[config.mk]
export PLATFORM = sky130hd
export DESIGN_NAME = blk_e611b6
export DESIGN_NICKNAME = d
export VERILOG_FILES = /design/src/rtl/name_pkg.sv /design/src/rtl/name_glyph_classify.sv /design/src/rtl/blk_e611b6.sv
export SDC_FILE = /design/constraint.sdc
export NUM_CORES = 1
export LEC_CHECK = 0
export ABC_AREA = 1
export CORE_UTILIZATION = 49
export DETAILED_ROUTE_END_ITERATION = 8
export PLACE_DENSITY_LB_ADDON = 0.2
export SYNTH_ARGS = -nofsm -noshare
export SYNTH_HDL_FRONTEND = slang
export SYNTH_SLANG_ARGS = --single-unit
[constraint.sdc]
create_clock -name clk -period 5.66 [get_ports clk]
set_input_delay 0.566 -clock clk [delete_from_list [all_inputs] [get_ports clk]]
set_output_delay 0.566 -clock clk [all_outputs]
set_load 0.01 [all_outputs]
[src/rtl/name_pkg.sv]
// Shared glyph codes, glyph ROM and target name sequence for the name recognizer.
package name_pkg;

  localparam int COL_W               = 6;
  localparam int COLS_PER_GLYPH_DEF  = 4;
  localparam int NAME_LEN_DEF        = 8;
  localparam int BUF_W               = COL_W * COLS_PER_GLYPH_DEF;

  typedef enum logic [2:0] {
    GLYPH_NONE    = 3'd0,
    GLYPH_D       = 3'd1,
    GLYPH_A       = 3'd2,
    GLYPH_S       = 3'd3,
    GLYPH_U       = 3'd4,
    GLYPH_K       = 3'd5,
    GLYPH_O       = 3'd6,
    GLYPH_INVALID = 3'd7
  } glyph_t;

  // Column 0 sits in the low bits so buffer[n] maps to bits [6n +: 6].
  localparam logic [BUF_W-1:0] ROM_D = {6'h1E, 6'h21, 6'h21, 6'h3F};
  localparam logic [BUF_W-1:0] ROM_A = {6'h3F, 6'h09, 6'h09, 6'h3F};
  localparam logic [BUF_W-1:0] ROM_S = {6'h3D, 6'h25, 6'h25, 6'h37};
  localparam logic [BUF_W-1:0] ROM_U = {6'h3F, 6'h20, 6'h20, 6'h3F};
  localparam logic [BUF_W-1:0] ROM_K = {6'h31, 6'h0A, 6'h04, 6'h3F};
  localparam logic [BUF_W-1:0] ROM_O = {6'h3F, 6'h21, 6'h21, 6'h3F};

  localparam glyph_t NAME_SEQ [NAME_LEN_DEF] = '{
    GLYPH_D, GLYPH_A, GLYPH_S, GLYPH_U, GLYPH_K, GLYPH_O, GLYPH_D, GLYPH_A
  };

  localparam logic [COL_W-1:0] SEPARATOR = 6'b000000;

endpackage

[src/rtl/name_glyph_classify.sv]
// Combinational exact-match lookup of a 4-column buffer against the glyph ROM.
module name_glyph_classify
  import name_pkg::*;
(
  input  logic [BUF_W-1:0] glyph_buf,
  output glyph_t           code
);

  always_comb begin
    code = GLYPH_INVALID;
    case (glyph_buf)
      ROM_D:   code = GLYPH_D;
      ROM_A:   code = GLYPH_A;
      ROM_S:   code = GLYPH_S;
      ROM_U:   code = GLYPH_U;
      ROM_K:   code = GLYPH_K;
      ROM_O:   code = GLYPH_O;
      default: code = GLYPH_INVALID;
    endcase
  end

endmodule

[src/rtl/blk_e611b6.sv]
// Serial column recognizer: pulses y when glyphs D-A-S-U-K-O-D-A arrive in order.
// Optional NAME_GLYPH_CODE_EN adds glyph_valid/glyph_code outputs per framed glyph.
module blk_e611b6
  import name_pkg::*;
#(
  parameter int COLS_PER_GLYPH = COLS_PER_GLYPH_DEF,
  parameter int NAME_LEN       = NAME_LEN_DEF
) (
  input  logic       clk,
  input  logic       rst_n,
  input  logic [5:0] a,
`ifdef NAME_GLYPH_CODE_EN
  output logic       glyph_valid,
  output logic [2:0] glyph_code,
`endif
  output logic       y
);

  localparam int CNT_W = $clog2(COLS_PER_GLYPH + 1);
  localparam int IDX_W = $clog2(NAME_LEN);
  localparam logic [CNT_W-1:0] CNT_FULL = CNT_W'(COLS_PER_GLYPH);
  localparam logic [IDX_W-1:0] IDX_LAST = IDX_W'(NAME_LEN - 1);

  logic [CNT_W-1:0] count_q;
  logic             ovf_q;
  logic [BUF_W-1:0] buf_q;
  logic [IDX_W-1:0] idx_q, idx_d;
  logic             y_q, hit;
  logic             is_sep, glyph_done;
  glyph_t           code_raw, code;

  name_glyph_classify u_classify (
    .glyph_buf (buf_q),
    .code      (code_raw)
  );

  assign is_sep     = (a == SEPARATOR);
  // Any separator that closes a non-empty frame produces a glyph verdict.
  assign glyph_done = is_sep && (count_q != '0);
  assign code       = (count_q == CNT_FULL && !ovf_q) ? code_raw : GLYPH_INVALID;

  always_comb begin
    idx_d = idx_q;
    hit   = 1'b0;
    if (glyph_done) begin
      if (code == NAME_SEQ[idx_q]) begin
        if (idx_q == IDX_LAST) begin
          idx_d = '0;
          hit   = 1'b1;
        end else begin
          idx_d = idx_q + 1'b1;
        end
      end else begin
        // A stray D may be the start of a fresh attempt.
        idx_d = (code == GLYPH_D) ? IDX_W'(1) : '0;
      end
    end
  end

  always_ff @(posedge clk or negedge rst_n) begin
    if (!rst_n) begin
      count_q <= '0;
      ovf_q   <= 1'b0;
      buf_q   <= '0;
      idx_q   <= '0;
      y_q     <= 1'b0;
    end else begin
      if (is_sep) begin
        count_q <= '0;
        ovf_q   <= 1'b0;
        buf_q   <= '0;
      end else if (count_q < CNT_FULL) begin
        buf_q[count_q*COL_W +: COL_W] <= a;
        count_q <= count_q + 1'b1;
      end else begin
        ovf_q <= 1'b1;
      end
      idx_q <= idx_d;
      y_q   <= hit;
    end
  end

  assign y = y_q;

`ifdef NAME_GLYPH_CODE_EN
  logic       glyph_valid_q;
  logic [2:0] glyph_code_q;

  always_ff @(posedge clk or negedge rst_n) begin
    if (!rst_n) begin
      glyph_valid_q <= 1'b0;
      glyph_code_q  <= 3'd0;
    end else begin
      glyph_valid_q <= glyph_done;
      if (glyph_done) glyph_code_q <= code;
    end
  end

  assign glyph_valid = glyph_valid_q;
  assign glyph_code  = glyph_code_q;
`endif

endmodule

**After elaboration in Yosys (flattened, before gate mapping)**

Memories as Yosys holds them, arrays and structs flattened.
Cells that the tools add are included.

- Mux-type cells: 17
- Reduce and logical (&&, ||, !) cells: 6
- Equal/unequal tests: 11
- Div/mod/pow operators: 0
- Shifts and indexed selects: 2
- Add/sub/neg operators: 3
- $lt $le $gt $ge: 2
- Multipliers: 1
- Bitwise operators: 1

Operators by type and width:

| cell | count |
|---|---|
| 24-bit == test (second input constant) | 5 |
| 24-bit two-way mux | 2 |
| 6-bit negator with 34-bit output | 1 |
| 6-bit by 34-bit variable shift with 24-bit output (first input constant) | 1 |
| 6-bit by 34-bit indexed part select with 24-bit output | 1 |
| 24-bit bitwise mux | 1 |
| 24-bit by 23-bit == test with 1-bit output (second input constant) | 1 |
| 3-bit two-way mux | 7 |
| 3-bit case mux with 6 select lines | 1 |
| 3-bit by 1-bit adder with 3-bit output (second input constant) | 2 |
| 3-bit == test (second input constant) | 2 |
| 6-bit logical NOT | 1 |
| 1-bit two-way mux | 6 |
| 3-bit by 2-bit multiplier with 5-bit output (second input constant) | 1 |
| 4-bit greater-or-equal comparator (second input constant) | 1 |
| 3-bit NOT with 4-bit output | 1 |
| 3-bit by 1-bit == test with 1-bit output (second input constant) | 1 |
| 3-bit == test | 1 |
| 3-bit less-than comparator (second input constant) | 1 |
| 3-bit nonzero test | 1 |
| 1-bit logical AND | 2 |
| 2-bit != test (second input constant) | 1 |
| 2-bit nonzero test | 1 |
| 1-bit logical NOT | 1 |

- Latch bits: 0
- Logic and storage cells: 49
- Memories kept: 1
- Bits in registers: 32
- Output and inout bits: 1
- Bits in writable memories: 0
- ROM bits: 24
- Input bits: 8

Memories:

| memory | words | bits a word | rd ports | clocked after memory_dff | write ports | RTL line | text |
|---|---|---|---|---|---|---|---|
| (no name shown) | 8 | 3 | 1 | 0 | 0 | blk_e611b6.sv:46 | `if (code == NAME_SEQ[idx_q]) begin` |

**Longest topological paths before layout**

Gate-level depths: netlist of run 1.

- Depth in word-level cells: 7
- Gate-level depth with buffers: 16
- Depth with buffers taken out: 16

**Modules after synthesis**

From an unflattened synthesis of run 1, not the netlist that was laid out.

- Cell total of the unflattened synthesis: 449
- Area total of the unflattened synthesis: 2,788.9 um2

Modules (own cells, without submodules):

| module | area each (um2) | cells an instance | seq. area each (um2) | times used |
|---|---|---|---|---|
| blk_e611b6 | 2,416.1 | 361 | 800.8 | 1 |
| name_glyph_classify | 372.9 | 88 | 0.0 | 1 |

**Worst setup path before layout of run 1**

OpenSTA, ideal clock, no wires.

- Path kind: flip-flop to flip-flop
- Start: reg count_q[0]
- End: reg buf_q[11]
- Clock period less this slack: 2.748 ns
- Cell stages (with the launch flop): 14
- Setup slack: 2.912 ns
- Data arrival time: 2.622 ns
- Library setup time: 0.126 ns
- Data required time: 5.534 ns
- Buffers on the path: 0
- Cells stage by stage: dfrtp_1 > ha_1 > inv_1 > fa_1 > inv_1 > nor3_1 > ha_1 > clkinv_1 > nor2_4 > nand2_1 > o22ai_1 > nand2_1 > nand2_1 > o22ai_1

- Cells in the longest elaborated chain, start to end: 6

Ends and longest elaborated chain:

| element | RTL line | text |
|---|---|---|
| from (decl) | blk_e611b6.sv:24 | `logic [CNT_W-1:0] count_q;` |
| from (signal assigned) | blk_e611b6.sv:74 | `count_q <= count_q + 1'b1;` |
| 3-bit by 2-bit multiplier with 5-bit output | blk_e611b6.sv:73 | `buf_q[count_q*COL_W +: COL_W] <= a;` |
| 6-bit negator with 34-bit output | blk_e611b6.sv:73 |  |
| 6-bit by 34-bit indexed part select with 24-bit output / 6-bit by 34-bit variable shift with 24-bit output (equally long branches) | blk_e611b6.sv:73 |  |
| 24-bit bitwise mux | blk_e611b6.sv:73 |  |
| 24-bit two-way mux | blk_e611b6.sv:72 | `end else if (count_q < CNT_FULL) begin` |
| 24-bit two-way mux | blk_e611b6.sv:68 | `if (is_sep) begin` |
| to (signal assigned) | blk_e611b6.sv:64 | `buf_q <= '0;` |
| to (signal assigned) | blk_e611b6.sv:71 | `buf_q <= '0;` |
| to (signal, indexed assignment) | blk_e611b6.sv:73 |  |
| to (decl) | blk_e611b6.sv:26 | `logic [BUF_W-1:0] buf_q;` |

Parallel ways exist; a longest one is shown, timed or not. The select of a mux whose other input is x is not followed.
A chain may end at the register's enable or synchronous reset.

**Worst setup path after layout of run 1**

Same ends and word-level chain as after synthesis.

==> summary.md, run 1 <==
| Metric | Value |
|---|---|
| Post-CTS setup buffers | 0 |
| Worst skew pair latency | 0.30 ns |
| Vert. Die Dim | about 77 um |
| Switching share of power | 0.5773 |
| Slew margin rel. | 0.5491 |
| DRC Markers | 0 |
| WL/cell | ~15 um |
| Fin area | approximately 0.0030 mm2 |
| Clock network fraction of total power | 0.111 |
| Static leakage | around 1.5 nW |
| Sequential cell fraction of total power | 0.215 |
| Area Growth Syn to Fin | 8.634% |
| CTS Hold Buffers Added | 0 |
| Largest net degree at the start of global routing | 33 |
| Fmax | approximately 300 MHz |
| Post-DP HPWL | ~5800 um |
| Fin crit share | 0.5946 |
| H-tree depth | 2 |
| Clock transition at path regs | ~0.08 ns |
| Post-synthesis mux area share | 0 |
| Synth area leader | dfrtp_1 |
| CTS sink count | 32 |
| Design Power | about 0.0018 W |
| Via Count | around 2700 |
| Clk buf depth | 2 |
| Max-cap viol count | 0 |
| RSZ-0062 raised after global routing | no |
| Tightest Pin Transition | ~0.67 ns |
| Root buffer cell | clkbuf_8 |
| Initial DRT Pass Iterations | 5 |
| Min-Delay Path Class | flip-flop to flip-flop |
| Logic pwr share | 0.674 |
| Synth Area in XOR/XNOR | 0.01325 |
| Core Footprint | 0.005238 mm2 |
| Setup tns final | 0 ns |
| DRT iter0 DRCs | about 220 |
| Maximum vdd drop | 0.4705 mV |
| Global route total overflow | 0 |
| Antenna violations before repair | 0 |
| Chip Width | 76.77 um |
| Pwr dens | just under 600 mW/mm2 |
| # fillers | approximately 540 |
| # IOs | 9 |
| Slew Viols, Final | 0 |
| # rows | 26 |
| Post-Synthesis Cells | between 400 and 500 |
| Synth cell types | 39 |
| Endpoints failing hold | 0 |
| IO Port Bufs | 8 |
| Area share of the largest cell type after synthesis | 0.2924 |
| Post-synth EDFFs | 0 |
| First-pass GRT wire length | about 13000 um |
| Number of gates resized after CTS | 0 |
| Compound-gate portion of the synthesized area | 0.1389 |
| Fin nets | between 400 and 500 |
| Routed Antenna Nets | 0 |
| Worst Path Required | just under 6 ns |
| Share of cells above drive strength 1 | 0.09954 |
| Mapped Area | between 0.002 and 0.003 mm2 |
| Starting density of the core | 0.5229 |
| Worst Path Arrival | around 3.5 ns |
| Critical path fanouts, max | 13 |
| Seq/Total Area, Yosys | 0.2924 |
| Tmin final | 3.365 ns |
| Startpoint Class | flip-flop |
| Drt total wl | approximately 7400 um |
| GRT Total Usage | 0.2792 |
| DR vias/cell | 5.319 |
| Crit path kind | flip-flop to flip-flop |
| Number of global-route vias before repair | ~2600 |
| Ant. Diodes | 0 |
| Syn Area/Cell | roughly 6.5 um2 |
| Total CTS buffers | 5 |
| Switch Pwr | about 0.0010 W |
| Synth Area in Adders | 0.05756 |
| Top post-synthesis cells by area | dfrtp_1 29%, nand2_1 15%, inv_1 8.2% |
| Clock Skew | 0.01151 ns |
| CTS tree | yes |
| DIE AREA | a little under 0.006 mm2 |
| Internal power | between 0.0007 and 0.0008 W |
| Synthesis Warnings | 0 |
| Final setup vio count | 0 |
| Status | completed |
| Asr flop ratio synth | 1.000 |
| Largest family of logic cells by synthesized area | simple AND/OR/NAND/NOR gates |
| RD Place Congestion | about 0.94 |
| CP Capture Type | flip-flop |
| #FFs+latches synth | 32 |
| Post-synthesis simple-gate area fraction | 0.3906 |
| Ys flop type | dfrtp_1 |
| Net Count, Synth | roughly 440 |
| DP Area | approximately 0.0029 mm2 |
==> area by class of cell <==
type,count,area (um2),area share
Multi-Input combinational cell,316,1644,0.5526
Sequential cell,32,800.8,0.2691
Inverter,66,250.2,0.08410
Timing Repair Buffer,10,95.09,0.03196
Tap cell,70,87.58,0.02944
Clock buffer,6,82.58,0.02775
Clock inverter,2,15.01,0.005046
==> sequential cells by signal, indices dropped and copies added (netlist names) <==
name     cells
count_q      3
idx_q        3
y            1
buf_q       24
ovf_q        1
==> synth_stat cells (2+ instances only) <==
master	number
nand2_1	111
inv_2	4
inv_1	60
o31ai_1	3
o21ai_0	20
nor2_4	3
buf_2	2
nand4_1	4
nor2_1	59
o21ai_1	11
nand3_1	42
a21oi_1	2
nor3_1	6
nand2_2	6
dfrtp_1	32
o211ai_1	2
ha_1	11
o21ai_2	4
buf_6	2
nand3_2	3
a21oi_2	2
clkbuf_1	3
nor2_2	5
o22ai_1	9
==> worst paths after layout <==
kind	startpoint	slack, ns	depth (start not counted)	to
worst max-delay path	count_q[0]	2.29	13	buf_q[11]
worst min-delay path	buf_q[1]	0.50	2	buf_q[1]
worst max register to register	count_q[0]	2.29	13	buf_q[11]
worst min register to register	buf_q[1]	0.50	2	buf_q[1]
max in group asynchronous	rst_n	4.67	2	buf_q[11]
min in group asynchronous	rst_n	0.67	2	buf_q[4]
==> worst max-delay path, stage by stage, from the launching register on <==
cell      delay (ns)
dfrtp_1         0.66
ha_1            0.25
inv_1           0.05
fa_1            0.44
xnor2_4         0.22
nor3_1          0.08
ha_1            0.36
clkinv_1        0.30
nor2_4          0.29
nand2_1         0.10
o22ai_1         0.21
nand2_1         0.12
nand2_1         0.07
o22ai_1         0.07
==> power by group through the flow <==
stage                     clock network [W]  logic [W]  registers [W]
final                              0.000194    0.00118       0.000378
after floorplan                           0   0.000925       0.000347
after CTS                          0.000198    0.00116       0.000378
after global routing               0.000205    0.00131       0.000390
after detailed placement                  0    0.00115       0.000383
after global placement                    0    0.00116       0.000380
==> per-layer routing <==
layer  wire (um)  global-route usage  vias to the layer above  share of wire
met2        3234              0.4473                       96           0.44
li1            -                   -                     1371              -
met3         489             0.05833                       11          0.066
met1        3555              0.3797                     1192           0.48
met4         134             0.07308                        0          0.018
met5           0                   0                        -              0
==> cells in the final DEF (no fill, tap or decap), types with 8 or more instances in the layout <==
| master | count |
|---|---|
| o22ai_1 | 9 |
| o21ai_1 | 11 |
| dfrtp_1 | 32 |
| nand3_1 | 42 |
| nand2_1 | 111 |
| nor2_1 | 59 |
| clkdlybuf4s50_1 | 8 |
| ha_1 | 11 |
| o21ai_0 | 20 |
| inv_1 | 60 |
==> cell families after synthesis <==
logic type      after synthesis
compound gates               60
xor+xnor                      2
fa+ha+maj                    12
buf+inv                      73
flops                        32
simple gates                242
==> metrics by stage <==
step           std cells  utilization  setup slack [ns]  hold slack, ns
3_5_place_dp         494       0.5495             2.374          0.4834
4_1_cts              502       0.5681             2.331          0.5035
5_1_grt              502       0.5681             1.989          0.5366
3_3_place_gp         494       0.5495             2.421          0.4729
6_report             502       0.5681             2.295          0.5003
2_1_floorplan        421            -             2.912          0.2704
No activity file was read; power rests on OpenSTA's default activity.
==> inputs of run 2 (changes only) <==
==> constraint.sdc (replaced) <==
create_clock -name clk -period 2.9 [get_ports clk]
set_input_delay 0.29 -clock clk [delete_from_list [all_inputs] [get_ports clk]]
set_output_delay 0.29 -clock clk [all_outputs]
set_load 0.01 [all_outputs]
==> summary.md, run 2 (synthesized netlist as in run 1, its figures left out) <==
| Metric | Value |
|---|---|
| DRT iter0 DRCs | 177 (-19%) |
| CP max stage delay | 0.45 ns (-0.21 ns) |
| M3 GR Usage | 0.05714 (-0.001190) |
| Most common cell after layout, fill and taps aside | nand2_1 |
| Initial DRT Pass Iterations | 5 (unchanged) |
| Area Growth Syn to Fin | 13.48% |
| R2R Path Start | count_q[1] |
| Critical path fanouts, max | 8 (-5) |
| Maximum vdd drop | 0.8630 mV (+83%) |
| Switch Pwr | 0.002033 W (+100%) |
| Number of global-route vias before repair | 2739 (+4.2%) |
| Chip Width | 76.77 um (unchanged) |
| Total CTS buffers | 5 (unchanged) |
| Status | completed |
| CTS sink count | 32 (unchanged) |
| Fin nets | 464 (+2.9%) |
| Leading cell types in the layout, fill and taps excluded | 111 x nand2_1, 59 x inv_1, 58 x nor2_1 |
| Largest net degree at the start of global routing | 33 (unchanged) |
| M1 GR Usage | 0.3682 (-0.01156) |
| Tightest Pin Transition | 0.4140 ns (-0.2567 ns) |
| Fmax | 365.8 MHz (+23%) |
| Tmin final | 2.734 ns (-0.6316 ns) |
| Routed Antenna Nets | 0 (unchanged) |
| CTS Hold Buffers Added | 0 (unchanged) |
| CP Capture Type | flip-flop |
| Endpoints failing hold | 0 (unchanged) |
| WL/cell | 14.65 um (-0.76%) |
| Fin crit share | 0.9426 (+0.3481) |
| Worst skew pair latency | 0.28 ns (-0.02 ns) |
| Min-Delay Path Class | input port to async pin |
| Worst Path Arrival | 2.95 ns (-0.59 ns) |
| Max-cap viol count | 0 (unchanged) |
| CTS tree | yes |
| # fillers | 506 (-7.0%) |
| Static leakage | 1.531 nW (+5.3%) |
| Share of cells above drive strength 1 | 0.1303 (+0.03080) |
| Setup WS post-layout | 0.1664 ns (-2.128 ns) |
| Worst path cell trace | ha_1 > inv_1 > fa_1 > xnor2_4 > buf_4 > nor2_4 > nand3_2 > inv_2 > buf_4 > nand2_1 > nor2_2 > a21oi_2 > nor3_1 > nand2_1 > o21ai_1 |
| Sequential cell fraction of total power | 0.181 (-0.034) |
| Crit path kind | flip-flop to flip-flop |
| Antenna violations before repair | 0 (unchanged) |
| Global route total overflow | 0 (unchanged) |
| H-tree depth | 2 (unchanged) |
| Final setup vio count | 0 (unchanged) |
| Clock network fraction of total power | 0.123 (+0.012) |
| Core Footprint | 0.005238 mm2 (unchanged) |
| CP max-delay cell | fa_1 |
| Max FFs per register | 24 (unchanged) |
| Busiest grt layer | met2 |
| Post-DP HPWL | 5967 um (+2.2%) |
| Clock Skew | 0.004911 ns (-0.006599 ns) |
| Largest reg by FF count | buf_q |
| Register area | 800.8 um2 (unchanged) |
| Starting density of the core | 0.5229 (unchanged) |
| First-pass GRT wire length | 12980 um (+0.48%) |
| Clock transition at path regs | 0.07 ns (about the same) |
| RSZ-0062 raised after global routing | no |
| Pwr dens | 1226 mW/mm2 (+110%) |
| DR vias/cell | 5.340 (+0.40%) |
| Switching share of power | 0.5338 (-0.04355) |
| Top Registers | buf_q (24), count_q (3), idx_q (3) |
| Design Power | 0.003809 W (+120%) |
| RD Place Congestion | 0.9412 (+0.46%) |
| Crit path from | count_q[1] |
| Worst Path Required | 3.11 ns (-2.72 ns) |
| Ant. Diodes | 0 (unchanged) |
| IO Port Bufs | 8 (unchanged) |
| Vert. Die Dim | 76.77 um (unchanged) |
| Clk buf depth | 2 (unchanged) |
| CP Buf/Inv Count | 4 (+2) |
| Logic pwr share | 0.696 (+0.022) |
| Area taken by multi-input logic gates | 0.001647 mm2 (+0.15%) |
| Internal power | 0.001776 W (+140%) |
| GR Layer Usage met2 | 0.4420 (-0.005357) |
| Final Util | 0.5934 (+0.02532) |
| # IOs | 9 (unchanged) |
| Via Count | 2750 (+3.0%) |
| Root buffer cell | clkbuf_8 |
| Top delay family on crit path | simple AND/OR/NAND/NOR gates |
| # rows | 26 (unchanged) |
| Setup tns final | 0 ns (unchanged) |
| Pre-CTS setup slack | 0.1783 ns (-2.195 ns) |
| Startpoint Class | flip-flop |
| GRT Total Usage | 0.2784 (-0.0007338) |
| Slew Viols, Final | 0 (unchanged) |
| Slew margin rel. | 0.7240 (+0.1749) |
| Drt total wl | 7547 um (+1.8%) |
| DRC Markers | 0 (unchanged) |
| DIE AREA | 0.005893 mm2 (unchanged) |
[run 2: metrics by stage]
stage / instances / hold slack (ns) / instance area, um2
finish: 515 / 0.3993 / 3108
floorplan: 421 / -0.005591 / 2739
detailed placement: 503 / 0.4787 / 2945
CTS: 511 / 0.4209 / 3072
global placement: 503 / 0.4766 / 2945
global route: 515 / 0.4522 / 3108
[run 2: path summary, 6_finish.rpt]
kind / end / slack (ns) / cells past startpoint
setup / recovery: buf_q[5] / 0.17 / 15
hold / removal: buf_q[3] / 0.40 / 2
setup reg to reg: buf_q[5] / 0.17 / 15
hold reg to reg: ovf_q / 0.49 / 2
max in group asynchronous: idx_q[1] / 2.19 / 2
min in group clk: ovf_q / 0.49 / 2
[run 2: power groups by stage]
stage                     Clock (W)  Combinational (W)  Sequential [W]
after global routing       0.000498            0.00291        0.000708
after detailed placement          0            0.00243        0.000696
after CTS                  0.000480            0.00244        0.000687
after global placement            0            0.00244        0.000690
final                      0.000470            0.00265        0.000688
after floorplan                   0            0.00181        0.000677
[run 2: what timing repair did]
item / 4_1_cts / 5_1_grt
buffers inserted: 0 / 4
endpoints found under the hold margin: 0 / 0
gates resized for setup: 0 / 3
endpoints found under the setup margin: 0 / 10
[run 2: final cells by class]
cell class                      count  share of cell area
Tap cell                           70             0.02818
Multi-Input combinational cell    316              0.5298
Clock buffer                        7             0.03100
Inverter                           66             0.08172
Sequential cell                    32              0.2576
Clock inverter                      1            0.009662
Timing Repair Buffer               23             0.06200
[run 2: layer usage]
layer  routed length, um  vias to the layer above
met4                 212                        0
met1                3524                     1253
met3                 458                       25
met5                   0                        -
li1                    -                     1396
met2                3352                       76
==> inputs of run 3 (changes only) <==
--- a/config.mk
+++ b/config.mk
@@ -6,9 +6,11 @@
 export NUM_CORES = 1
 export LEC_CHECK = 0
 export ABC_AREA = 1
+export CORE_MARGIN = 5
 export CORE_UTILIZATION = 49
 export DETAILED_ROUTE_END_ITERATION = 8
 export PLACE_DENSITY_LB_ADDON = 0.2
+export RECOVER_POWER = 50
 export SYNTH_ARGS = -nofsm -noshare
 export SYNTH_HDL_FRONTEND = slang
 export SYNTH_SLANG_ARGS = --single-unit
==> summary.md, run 3 (synthesized netlist as in run 1, its figures left out) <==
| Metric | Value |
|---|---|
| Status | finished with violations |
| Failing checks | capacitance limit, slew limit |
| Starting density of the core | 0.5005 (-0.02248) |
| Fin area | 0.003059 mm2 (-1.6%) |
| Area Growth Syn to Fin | 11.69% |
| Worst skew pair latency | 0.29 ns (about the same) |
| Setup tns final | 0 ns (unchanged) |
| Share of cells above drive strength 1 | 0.1199 (-0.01043) |
| GRT Total Usage | 0.2178 (-0.06063) |
| Clock Skew | 0.01100 ns (+0.006091 ns) |
| Fin crit share | 0.9345 (-0.008170) |
| H-tree depth | 2 (unchanged) |
| Drt total wl | 7314 um (-3.1%) |
| Clk buf depth | 2 (unchanged) |
| IO Port Bufs | 8 (unchanged) |
| Min-Delay Path Class | flip-flop to flip-flop |
| # IOs | 9 (unchanged) |
| # rows | 27 (+3.8%) |
| CTS sink count | 32 (unchanged) |
| Ant. Diodes | 0 (unchanged) |
| RD Place Congestion | 0.9572 (+1.7%) |
| Setup WS post-layout | 0.1901 ns (+0.02369 ns) |
| Area taken by multi-input logic gates | 0.001644 mm2 (-0.15%) |
| Worst Path Arrival | 2.88 ns (-0.07 ns) |
| Antenna violations before repair | 0 (unchanged) |
| Total CTS buffers | 5 (unchanged) |
| Via Count | 2711 (-1.4%) |
| Tmin final | 2.710 ns (-0.02369 ns) |
| Global route total overflow | 0 (unchanged) |
| Startpoint Class | flip-flop |
| Critical path fanouts, max | 7 (-1) |
| Fmax | 369.0 MHz (+0.87%) |
| Final setup vio count | 0 (unchanged) |
| Max-cap viol count | 1 (+1) |
| Slew margin rel. | -0.1532 (-0.8773) |
| Register area | 800.8 um2 (unchanged) |
| First-pass GRT wire length | 12540 um (-3.3%) |
| Core Footprint | 0.005473 mm2 (+4.5%) |
| Crit path kind | flip-flop to flip-flop |
| Static leakage | 1.513 nW (-1.2%) |
| Clock transition at path regs | 0.07 ns (about the same) |
| Root buffer cell | clkbuf_8 |
| Chip Width | 84.77 um (+10%) |
| RSZ-0062 raised after global routing | no |
| DIE AREA | 0.007185 mm2 (+22%) |
| DRC Markers | 0 (unchanged) |
| Vert. Die Dim | 84.77 um (+10%) |
| # fillers | 559 (+10%) |
| CTS Hold Buffers Added | 0 (unchanged) |
| Final cell count without fillers | 514 (-0.19%) |
| Tightest Pin Transition | 1.730 ns (+1.316 ns) |
| Top Registers | buf_q (24), count_q (3), idx_q (3) |
| DR vias/cell | 5.274 (-1.2%) |
| Post-DP HPWL | 5992 um (+0.41%) |
| Leading cell types in the layout, fill and taps excluded | 111 x nand2_1, 59 x inv_1, 59 x nor2_1 |
| Pwr dens | 1188 mW/mm2 (-3.0%) |
| Largest reg by FF count | buf_q |
| Number of global-route vias before repair | 2618 (-4.4%) |
| Largest net degree at the start of global routing | 33 (unchanged) |
| Initial DRT Pass Iterations | 4 (-1) |
| Final Util | 0.5590 (-0.03442) |
| Placed Cells | 505 (+0.40%) |
| Pre-CTS setup slack | 0.09064 ns (-0.08770 ns) |
| Max FFs per register | 24 (unchanged) |
| Most common cell after layout, fill and taps aside | nand2_1 |
| Routed Antenna Nets | 0 (unchanged) |
| Fin nets | 461 (-0.65%) |
| CTS tree | yes |
| Endpoints failing hold | 0 (unchanged) |
| Slew Viols, Final | 33 (+33) |
| DP Area | 0.002948 mm2 (about the same) |
| Maximum vdd drop | 1.121 mV (+30%) |
| DRT iter0 DRCs | 188 (+6.2%) |
| Worst Path Required | 3.07 ns (-0.04 ns) |
| WL/cell | 14.23 um (-2.9%) |
| CP Capture Type | flip-flop |
run 3: cell count changes in the layout (fill, tap and decap cells not counted), moves of 2 or more:
cell / before / now
inv_2: 4 / 6
clkbuf_8: 7 / 5
buf_4: 15 / 11
clkbuf_1: 0 / 2
run 3: worst paths after layout:
path	to	slack [ns]	startpoint	cells past startpoint
worst min-delay path	ovf_q	0.50	ovf_q	2
worst min register to register	ovf_q	0.50	ovf_q	2
max in group asynchronous	idx_q[2]	0.89	rst_n	2
min in group asynchronous	buf_q[4]	1.00	rst_n	2
worst max register to register	buf_q[11]	0.19	count_q[1]	13
worst max-delay path	buf_q[11]	0.19	count_q[1]	13
run 3: layer usage:
layer	wire, um	GRT usage	up-vias	part of all wire
met3	245	0.02552	16	0.033
met1	3428	0.2937	1237	0.47
met4	191	0.07914	0	0.026
li1	-	-	1389	-
met5	0	0	-	0
met2	3449	0.3587	69	0.47
run 3: critical path, stage by stage (launching register included):
cell and delay, ns:
dfrtp_1 0.41, ha_1 0.20, inv_1 0.07, fa_1 0.44, inv_2 0.13, nor3_1 0.07
ha_1 0.37, inv_2 0.07, nor2_4 0.18, nand2_1 0.10, o22ai_1 0.26, nand2_1 0.14
nand2_1 0.08, o22ai_1 0.07
run 3: final cells by class:
cell class / count / area share
timing repair buffer: 20 / 0.05440
inverter: 66 / 0.08180
tap: 72 / 0.02945
sequential: 32 / 0.2618
clock buffer: 6 / 0.02372
multi-input combinational: 316 / 0.5374
clock inverter: 2 / 0.01145
run 3: through the flow:
step	hold slack (ns)	power, W
2_1_floorplan	-0.005591	0.002483
3_3_place_gp	0.4755	0.003181
3_5_place_dp	0.4759	0.003149
4_1_cts	0.4164	0.003578
5_1_grt	0.5076	0.003937
6_report	0.5001	0.003636
run 3: repair_timing:
action,4_1_cts,5_1_grt
setup buffers,0,1
gates resized for setup,0,2
setup endpoints to repair,0,12
endpoints found under the hold margin,0,0
run 3: report_power, final:
part           total [W]  internal, W  switching, W
registers       0.000692     0.000586      0.000105
clock network   0.000423     0.000255      0.000168
logic            0.00252     0.000805       0.00172
total            0.00364      0.00165       0.00199
